--- src/rtl/mem_req_arbiter.sv ---
// Two-requester round-robin front-end for the 256x16 dual-port memory.
// Serialises one read or write at a time and returns read data to its issuer.
module mem_req_arbiter #(
    parameter int AW     = 8,
    parameter int DW     = 16,
    parameter int RD_LAT = 1
) (
    input  logic          clk,
    input  logic          rst_n,
    input  logic          a_req,
    input  logic          a_we,
    input  logic [AW-1:0] a_addr,
    input  logic [DW-1:0] a_wdata,
    output logic          a_gnt,
    output logic          a_rvalid,
    output logic [DW-1:0] a_rdata,
    input  logic          b_req,
    input  logic          b_we,
    input  logic [AW-1:0] b_addr,
    input  logic [DW-1:0] b_wdata,
    output logic          b_gnt,
    output logic          b_rvalid,
    output logic [DW-1:0] b_rdata,
    output logic          busy,
    output logic          mem_we_a,
    output logic          mem_we_b,
    output logic          mem_port_sel,
    output logic [AW-1:0] mem_addr_wa,
    output logic [AW-1:0] mem_addr_wb,
    output logic [DW-1:0] mem_data_wa,
    output logic [DW-1:0] mem_data_wb,
    input  logic [DW-1:0] mem_data_q
);

    localparam logic [1:0] IDLE   = 2'd0;
    localparam logic [1:0] ISSUE  = 2'd1;
    localparam logic [1:0] RDWAIT = 2'd2;
    localparam logic [1:0] RESP   = 2'd3;

    localparam logic [1:0] LAT_LAST = 2'(RD_LAT - 1);

    logic [1:0] state, state_nx;
    logic       last_grant;  // 0=A, 1=B
    logic       owner;
    logic       is_rd;
    logic [1:0] cnt;
    logic       any_req;
    logic       pick_b;

    // B wins when it is the only requester, or on a tie when A was served last.
    always_comb begin
        any_req = a_req | b_req;
        pick_b  = b_req & (~a_req | ~last_grant);
    end

    always_comb begin
        state_nx = state;
        case (state)
            IDLE:    if (any_req) state_nx = ISSUE;
            ISSUE:   if (is_rd) state_nx = (RD_LAT == 0) ? RESP : RDWAIT;
                     else       state_nx = IDLE;
            RDWAIT:  if (cnt == LAT_LAST) state_nx = RESP;
            RESP:    state_nx = IDLE;
            default: state_nx = IDLE;
        endcase
    end

    always_ff @(posedge clk or negedge rst_n) begin
        if (!rst_n) begin
            state        <= IDLE;
            last_grant   <= 1'b1;
            owner        <= 1'b0;
            is_rd        <= 1'b0;
            cnt          <= 2'd0;
            busy         <= 1'b0;
            a_gnt        <= 1'b0;
            b_gnt        <= 1'b0;
            a_rvalid     <= 1'b0;
            b_rvalid     <= 1'b0;
            a_rdata      <= '0;
            b_rdata      <= '0;
            mem_we_a     <= 1'b0;
            mem_we_b     <= 1'b0;
            mem_port_sel <= 1'b0;
            mem_addr_wa  <= '0;
            mem_addr_wb  <= '0;
            mem_data_wa  <= '0;
            mem_data_wb  <= '0;
        end else begin
            // Single-cycle pulses; memory pins other than the write enables hold.
            a_gnt    <= 1'b0;
            b_gnt    <= 1'b0;
            a_rvalid <= 1'b0;
            b_rvalid <= 1'b0;
            mem_we_a <= 1'b0;
            mem_we_b <= 1'b0;
            state    <= state_nx;
            busy     <= (state_nx != IDLE);

            if (state == IDLE && any_req) begin
                owner      <= pick_b;
                last_grant <= pick_b;
                cnt        <= 2'd0;
                if (pick_b) begin
                    is_rd        <= ~b_we;
                    b_gnt        <= 1'b1;
                    mem_port_sel <= 1'b1;
                    mem_addr_wb  <= b_addr;
                    mem_data_wb  <= b_wdata;
                    mem_we_b     <= b_we;
                end else begin
                    is_rd        <= ~a_we;
                    a_gnt        <= 1'b1;
                    mem_port_sel <= 1'b0;
                    mem_addr_wa  <= a_addr;
                    mem_data_wa  <= a_wdata;
                    mem_we_a     <= a_we;
                end
            end

            if (state == RDWAIT) cnt <= cnt + 2'd1;

            // The edge entering RESP is where memory read data is valid.
            if (state != RESP && state_nx == RESP) begin
                if (owner) begin
                    b_rvalid <= 1'b1;
                    b_rdata  <= mem_data_q;
                end else begin
                    a_rvalid <= 1'b1;
                    a_rdata  <= mem_data_q;
                end
            end
        end
    end

endmodule

--- config.mk ---
export PLATFORM = sky130hd
export DESIGN_NAME = mem_req_arbiter
export DESIGN_NICKNAME = d
export VERILOG_FILES = /design/src/rtl/mem_req_arbiter.sv
export SDC_FILE = /design/constraint.sdc
export NUM_CORES = 1
export LEC_CHECK = 0
export ABC_CLOCK_PERIOD_IN_PS = 3720
export CELL_PAD_IN_SITES_DETAIL_PLACEMENT = 2
export CELL_PAD_IN_SITES_GLOBAL_PLACEMENT = 2
export CORE_MARGIN = 3
export CORE_UTILIZATION = 29
export CTS_CLUSTER_SIZE = 16
export DETAILED_ROUTE_END_ITERATION = 16
export GPL_ROUTABILITY_DRIVEN = 1
export PLACE_DENSITY_LB_ADDON = 0.1
export SYNTH_ARGS = -nofsm -noshare
export SYNTH_HDL_FRONTEND = slang
export SYNTH_SLANG_ARGS = --single-unit
--- constraint.sdc ---
create_clock -name clk -period 3.72 [get_ports clk]
set_input_delay 0.93 -clock clk [delete_from_list [all_inputs] [get_ports clk]]
set_output_delay 0.93 -clock clk [all_outputs]
set_load 0.005 [all_outputs]
==> impl_metrics.env, run 1 <==
export IMPL_status="completed"
export IMPL_cp_required_ps=3940
export IMPL_route_antenna_remaining_nets=0
export IMPL_hold_viol=0
export IMPL_vdd_ir_drop_worst_mv=0.389
export IMPL_postCtsSetupRepairBufs=0
export IMPL_ctsHoldBuffers=0
export IMPL_detail_route_drc_violations=0
export IMPL_maxSlewHeadroom=0.475
export IMPL_worstSkewPairLatency_ps=340
export IMPL_synth_fp_nets=285
export IMPL_post_route_cells_drive_above_1_share=0.165
export IMPL_fillCellCount=1141
export IMPL_effective_utilization_at_floorplan=0.305
export IMPL_dp_hpwl_mm=7.24
export IMPL_floorplan_io_pins=158
export IMPL_final_seq_area_um2=2350
export IMPL_drt_vias_per_instance=4.50
export IMPL_mappedNetlistArea_um2=3570
export IMPL_critical_path_reg2reg_startpoint="state[0]"
export IMPL_timing_max_transition_violations_final=0
export IMPL_dr_total_vias=2361
export IMPL_cts_tree="built"
export IMPL_antennaDiodeCount=0
export IMPL_clk_pin_slew_ps=70
export IMPL_grt_start_max_net_pins=62
export IMPL_timing_critical_path_to_type="flip-flop"
export IMPL_min_path_cells=1
export IMPL_timing_final_setup_violations=0
export IMPL_avgRoutedWirePerCell_um=18.7
export IMPL_synth_seq_area_share=0.660
export IMPL_netlist_area_leader_share=0.652
export IMPL_tritoncts_num_buffers=9
export IMPL_cts_resized=0
export IMPL_synth_distinct_cells=26
export IMPL_clk_root_buffer_cell="sky130_fd_sc_hd__clkbuf_16"
export IMPL_power_static_leakage_nw=2.41
export IMPL_number_of_sinks_handled_by_clock_tree_synthesis=94
export IMPL_core_box_area_um2=11700
export IMPL_hp_start="mem_data_wb[4]"
export IMPL_timing_setup_tns_ps=0
export IMPL_regToRegEndpoint="mem_addr_wb[1]"
export IMPL_fmaxAchievable_mhz=428
export IMPL_synth_seq_cells=94
export IMPL_drt_pre_antenna_iters=4
export IMPL_yosysTopAreaCell="sky130_fd_sc_hd__dfrtp_1"
export IMPL_cp_start_kind="primary input"
export IMPL_worstPathMaxFanout=28
export IMPL_cap_violations=0
export IMPL_grt_pass1_wl_mm=15.1
export IMPL_antenna_found_initial=0
export IMPL_syn_area_per_cell_um2=16.7
export IMPL_finalCritPeriodShare=0.628
export IMPL_grt_util_all_layers=0.146
export IMPL_first_iter_violations=53
export IMPL_worst_r2r_cell_count=4
export IMPL_design_die_area_um2=13700
export IMPL_port_buffer_count=157
export IMPL_synthCells=214
export IMPL_worstHoldEndpoint="mem_data_wb[4]"
export IMPL_grt_overflow_total=0
export IMPL_cts_root_to_sink_buffers=2
export IMPL_fin_util=0.479
export IMPL_fp_dieH_um=117
export IMPL_final_period_minus_worst_setup_slack_ps=2340
export IMPL_synthesis_yosys_warnings=0
export IMPL_floorplan_rows=39
export IMPL_area_growth_syn_to_layout_pct=57.3
export IMPL_rsz0062_at_grt="false"
export IMPL_power_density_nw_per_um2=848
export IMPL_total_area_of_multi_input_combinational_cells_um2=1140
export IMPL_grt_pass1_vias=2689
export IMPL_hold_class="flip-flop to flip-flop"
export IMPL_clock_skew_ps=5.03
export IMPL_synth_top_cells_by_area="sky130_fd_sc_hd__dfrtp_1 (65%), sky130_fd_sc_hd__mux2_1 (13%), sky130_fd_sc_hd__mux2_2 (9.2%), sky130_fd_sc_hd__mux2_4 (3.8%), sky130_fd_sc_hd__buf_6 (1.3%)"
export IMPL_worst_slew_pin_transition_ps=788
export IMPL_cts_htree_levels=3
export IMPL_routabilityCongestion=0.747
export IMPL_detail_route_wirelength_mm=9.81
export IMPL_die_width_um=117
export IMPL_cp_arrival_ps=2560
export IMPL_r2r_setup_slack_ps=1870
export IMPL_design_final_nets=449
export IMPL_worst_setup_path_type="primary input to flip-flop"
## report_power, final
part	internal [mW]	switching, mW
logic	1.29	0.620
registers	1.53	0.277
clock network	0.671	0.376
total	3.49	1.27
## kinds of logic (layout without fill, tap and decap cells)
group,count (synthesis),after routing,share of synthesized area
flip-flops,94,94,0.660
AND/OR/NAND/NOR,19,19,0.0375
buffers and inverters,12,180,0.0217
multiplexers,80,80,0.262
AO/OA/AOI/OAI,8,8,0.0154
adder cells (fa/ha/maj),1,1,0.00351
## area by class of cell
| class | instances | share of cell area |
|---|---|---|
| Clock buffer | 11 | 0.0432 |
| Timing Repair Buffer | 159 | 0.282 |
| Multi-Input combinational cell | 108 | 0.202 |
| Inverter | 6 | 0.00401 |
| Clock inverter | 4 | 0.0169 |
| Sequential cell | 94 | 0.419 |
| Tap cell | 143 | 0.0319 |
## critical path, stage by stage
cell and delay, ps:
sky130_fd_sc_hd__clkdlybuf4s50_1 500, sky130_fd_sc_hd__nand2_1 100, sky130_fd_sc_hd__nand3_1 120, sky130_fd_sc_hd__inv_2 490
sky130_fd_sc_hd__mux2_2 410
## metrics by stage
stage	instances	area [um^2]	total power, mW	hold slack, ps	worst slack [ps]
after global routing	525	5610	5.08	506	1270
after floorplan	214	3570	2.51	459	1890
after CTS	525	5610	4.87	497	1360
final	525	5610	4.76	489	1380
after global placement	510	5280	3.70	471	1090
after detailed placement	510	5280	3.78	483	1010
## worst max-delay path by stage
stage | cells past startpoint | startpoint | slack [ps] | end
2_1_floorplan | 5 | a_req | 1890 | mem_data_wb[0]
3_3_place_gp | 5 | a_req | 1090 | mem_addr_wb[4]
3_5_place_dp | 5 | a_req | 1010 | mem_addr_wb[3]
4_1_cts | 1 | mem_port_sel | 1360 | mem_port_sel
5_1_grt | 5 | a_req | 1270 | mem_addr_wb[7]
6_report | 5 | a_req | 1380 | mem_addr_wb[1]
## cell usage in the layout, fill, tap and decap left out, types with 2 or more instances in the layout
master	count
sky130_fd_sc_hd__bufinv_16	3
sky130_fd_sc_hd__dfrtp_1	93
sky130_fd_sc_hd__mux2_1	42
sky130_fd_sc_hd__buf_4	3
sky130_fd_sc_hd__mux2_2	29
sky130_fd_sc_hd__inv_1	5
sky130_fd_sc_hd__nand2_1	3
sky130_fd_sc_hd__nand3b_1	2
sky130_fd_sc_hd__o21ai_0	3
sky130_fd_sc_hd__nand2b_1	2
sky130_fd_sc_hd__mux2_4	9
sky130_fd_sc_hd__clkbuf_16	9
sky130_fd_sc_hd__nand3_1	2
sky130_fd_sc_hd__clkdlybuf4s50_1	156
sky130_fd_sc_hd__nor2_1	3
sky130_fd_sc_hd__nand3_4	2
sky130_fd_sc_hd__a21o_1	2
## sequential cells by signal, summed over array words and instances, names as in the netlist, 2 cells and up
name         flops
a_rdata         16
b_rdata         16
cnt              2
mem_addr_wa      8
mem_addr_wb      8
mem_data_wa     16
mem_data_wb     16
state            2
## synthesized netlist by cell type
cell type	count
sky130_fd_sc_hd__dfrtp_1	93
sky130_fd_sc_hd__mux2_1	42
sky130_fd_sc_hd__mux2_2	29
sky130_fd_sc_hd__mux2_4	9
sky130_fd_sc_hd__inv_1	5
sky130_fd_sc_hd__buf_6	4
sky130_fd_sc_hd__nand2_1	3
sky130_fd_sc_hd__nor2_1	3
sky130_fd_sc_hd__o21ai_0	3
sky130_fd_sc_hd__a21o_1	2
sky130_fd_sc_hd__buf_2	2
sky130_fd_sc_hd__nand2b_1	2
sky130_fd_sc_hd__nand3_1	2
sky130_fd_sc_hd__nand3_4	2
sky130_fd_sc_hd__nand3b_1	2
sky130_fd_sc_hd__a22o_1	1
sky130_fd_sc_hd__and2_1	1
sky130_fd_sc_hd__and2b_2	1
sky130_fd_sc_hd__dfstp_2	1
sky130_fd_sc_hd__ha_1	1
sky130_fd_sc_hd__inv_2	1
sky130_fd_sc_hd__nor2_2	1
sky130_fd_sc_hd__nor2_4	1
sky130_fd_sc_hd__o211ai_1	1
sky130_fd_sc_hd__o221ai_1	1
sky130_fd_sc_hd__or2_2	1
## per-layer routing
| layer | global-route usage | up-vias | part of all wire |
|---|---|---|---|
| met2 | 0.246 | 83 | 0.51 |
| met3 | 0.0432 | 10 | 0.062 |
| met5 | 0 | - | 0 |
| li1 | - | 1067 | - |
| met1 | 0.182 | 1201 | 0.41 |
| met4 | 0.0459 | 0 | 0.014 |
(Power assumes the default switching activity.)
==> run 2: changes to the inputs <==
--- a/config.mk
+++ b/config.mk
@@ -5,11 +5,11 @@
 export SDC_FILE = /design/constraint.sdc
 export NUM_CORES = 1
 export LEC_CHECK = 0
-export ABC_CLOCK_PERIOD_IN_PS = 3720
+export ABC_CLOCK_PERIOD_IN_PS = 1900
 export CELL_PAD_IN_SITES_DETAIL_PLACEMENT = 2
 export CELL_PAD_IN_SITES_GLOBAL_PLACEMENT = 2
 export CORE_MARGIN = 3
-export CORE_UTILIZATION = 29
+export CORE_UTILIZATION = 25
 export CTS_CLUSTER_SIZE = 16
 export DETAILED_ROUTE_END_ITERATION = 16
 export GPL_ROUTABILITY_DRIVEN = 1
==> constraint.sdc (replaced) <==
create_clock -name clk -period 1.9 [get_ports clk]
set_input_delay 0.475 -clock clk [delete_from_list [all_inputs] [get_ports clk]]
set_output_delay 0.475 -clock clk [all_outputs]
set_load 0.005 [all_outputs]
==> run 2 against run 1 <==
Effect of this change: clock power grew 70%; critical path type is now flip-flop to output pin; global-route usage shrank 2.3 points; non-clock buffer count is 9 higher; largest power group unchanged; register-to-register slack worse by 1600 ps; cell count increased by 8.8%.
==> impl_metrics.env, run 2 (synthesis gave the netlist of run 1 again) <==
export IMPL_status="completed"
export IMPL_ctsHoldBuffers=0
export IMPL_timing_max_transition_violations_final=0
export IMPL_worst_setup_path_type="flip-flop to output pin"
export IMPL_worstPathMaxFanout=4
export IMPL_detail_route_drc_violations=0
export IMPL_die_width_um=125
export IMPL_top_layer_used="met4"
export IMPL_worst_slew_pin_transition_ps=346
export IMPL_seq_power_share=0.384
export IMPL_number_of_buffers_and_inverters_on_the_critical_path=1
export IMPL_dr_total_vias=2372
export IMPL_regToRegEndpoint="a_rdata[0]"
export IMPL_power_report_internal_total_mw=6.70
export IMPL_first_iter_violations=36
export IMPL_total_area_of_multi_input_combinational_cells_um2=1140
export IMPL_met3_wirelength_um=522
export IMPL_floorplan_io_pins=158
export IMPL_postLayoutSetupSlackWorst_ps=111
export IMPL_final_period_minus_worst_setup_slack_ps=1790
export IMPL_route_antenna_remaining_nets=0
export IMPL_clkPwrFrac=0.195
export IMPL_timing_critical_path_to_type="output pin"
export IMPL_worstSkewPairLatency_ps=340
export IMPL_fp_dieH_um=125
export IMPL_power_static_leakage_nw=2.45
export IMPL_detail_route_wirelength_mm=9.16
export IMPL_grt_pass1_wl_mm=15.3
export IMPL_critPathTopFamily="buffers and inverters"
export IMPL_most_common_layout_cells="sky130_fd_sc_hd__clkdlybuf4s50_1 (156), sky130_fd_sc_hd__dfrtp_1 (92), sky130_fd_sc_hd__mux2_1 (42)"
export IMPL_r2r_setup_slack_ps=280
export IMPL_fin_hold_ws_ps=30.2
export IMPL_clock_skew_ps=4.34
export IMPL_core_box_area_um2=13900
export IMPL_post_route_cell_area_um2=5770
export IMPL_grt_util_all_layers=0.124
export IMPL_cap_violations=0
export IMPL_number_of_sinks_handled_by_clock_tree_synthesis=94
export IMPL_post_route_cells_drive_above_1_share=0.187
export IMPL_final_seq_area_um2=2350
export IMPL_critical_path_reg2reg_startpoint="cnt[0]"
export IMPL_cp_arrival_ps=1310
export IMPL_cp_slowest_stage_delay_ps=550
export IMPL_hold_class="primary input to async pin"
export IMPL_cts_root_to_sink_buffers=2
export IMPL_rsz0062_at_grt="false"
export IMPL_area_growth_syn_to_layout_pct=61.7
export IMPL_clk_root_buffer_cell="sky130_fd_sc_hd__clkbuf_16"
export IMPL_tritoncts_num_buffers=9
export IMPL_grt_overflow_total=0
export IMPL_cp_required_ps=1420
export IMPL_crit_path_top_delay_cell="sky130_fd_sc_hd__clkdlybuf4s50_1"
export IMPL_hold_viol=0
export IMPL_cts_tree="built"
export IMPL_clk_pin_slew_ps=60
export IMPL_wl_met1_mm=3.94
export IMPL_effective_utilization_at_floorplan=0.256
export IMPL_floorplan_rows=43
export IMPL_crit_path_cell_trace="clkdlybuf4s50_1"
export IMPL_avgRoutedWirePerCell_um=16.0
export IMPL_timing_setup_tns_ps=0
export IMPL_cp_start_kind="flip-flop"
export IMPL_drt_vias_per_instance=4.15
export IMPL_drt_pre_antenna_iters=3
export IMPL_switching_share=0.266
export IMPL_maxSlewHeadroom=0.769
export IMPL_port_buffer_count=157
export IMPL_layout_cells_most_common="sky130_fd_sc_hd__clkdlybuf4s50_1"
export IMPL_fmaxAchievable_mhz=559
export IMPL_met2WireLength_mm=4.54
export IMPL_antennaDiodeCount=0
export IMPL_design_final_nets=458
export IMPL_timing_final_setup_violations=0
export IMPL_pre_cts_ws_ps=42.4
export IMPL_grt_pass1_vias=2759
export IMPL_antenna_found_initial=0
export IMPL_design_die_area_um2=15700
export IMPL_vdd_ir_drop_worst_mv=0.481
export IMPL_power_frac_comb=0.421
export IMPL_finalCritPeriodShare=0.942
export IMPL_routabilityCongestion=0.690
export IMPL_fillCellCount=1413
export IMPL_cts_htree_levels=3
export IMPL_dp_hpwl_mm=6.89
export IMPL_worst_r2r_cell_count=6
export IMPL_total_cell_area_at_the_placement_stage_um2=5480
export IMPL_power_density_nw_per_um2=1580
export IMPL_grt_start_max_net_pins=43
export IMPL_p_sw_mw=2.44
==> run 2: cell types whose count changed in the layout (fill, tap and decap cells not counted), sizes merged <==
cell and change:
clkinv +1, clkinvlp +1, bufinv -2, buf +9
==> run 2: worst max path at each step <==
| stage | startpoint | end | cells after the start |
|---|---|---|---|
| 2_1_floorplan | cnt[0] | a_rdata[10] | 6 |
| 3_3_place_gp | b_req | mem_addr_wb[5] | 5 |
| 3_5_place_dp | b_req | mem_addr_wb[2] | 5 |
| 4_1_cts | mem_port_sel | mem_port_sel | 1 |
| 5_1_grt | mem_port_sel | mem_port_sel | 1 |
| 6_report | mem_port_sel | mem_port_sel | 1 |
==> run 2: metal layers <==
layer	global-route usage	vias to the layer above
li1	-	1090
met1	0.156	1192
met2	0.197	80
met3	0.0363	10
met4	0.0555	0
met5	0	-
==> run 2: repair_timing <==
| item | 4_1_cts | 5_1_grt |
|---|---|---|
| setup buffers | 0 | 0 |
| setup endpoints to repair | 1 | 0 |
| gates resized for setup | 1 | 0 |
| endpoints found under the hold margin | 0 | 0 |
==> run 2: layout make-up <==
type / instances / share of cell area
clock buffers: 11 / 0.0421
clock inverters: 4 / 0.00824
inverters: 6 / 0.00390
multi-input cells: 108 / 0.197
flip-flops and latches: 94 / 0.408
well taps: 180 / 0.0390
repair buffers: 168 / 0.302
==> run 2: power groups by stage <==
stage,logic [mW],registers (mW),clock network (mW)
finish,3.85,3.51,1.78
global route,4.15,3.67,1.97
CTS,3.96,3.54,1.88
detailed placement,3.94,3.56,0
global placement,3.87,3.51,0
floorplan,1.34,3.58,0
==> run 2: worst reg2reg max path: stages, from the launching register on <==
cell and delay (ps):
sky130_fd_sc_hd__dfrtp_1 390, sky130_fd_sc_hd__inv_1 70, sky130_fd_sc_hd__ha_1 210, sky130_fd_sc_hd__nand3b_1 170, sky130_fd_sc_hd__nor2_4 140, sky130_fd_sc_hd__buf_12 170
sky130_fd_sc_hd__mux2_2 350
==> run 2: metrics by stage <==
step,std cells,power [mW],util
after global placement,556,7.38,0.393
final,571,9.14,0.414
after floorplan,214,4.92,-
after CTS,571,9.38,0.414
after detailed placement,556,7.50,0.393
after global routing,571,9.79,0.414
==> run 3: changes to the inputs <==
--- a/config.mk
+++ b/config.mk
@@ -5,7 +5,6 @@
 export SDC_FILE = /design/constraint.sdc
 export NUM_CORES = 1
 export LEC_CHECK = 0
-export ABC_CLOCK_PERIOD_IN_PS = 1900
 export CELL_PAD_IN_SITES_DETAIL_PLACEMENT = 2
 export CELL_PAD_IN_SITES_GLOBAL_PLACEMENT = 2
 export CORE_MARGIN = 3
==> results of run 3 <==
Final layout, timing and power as in run 2 (identical DEF).
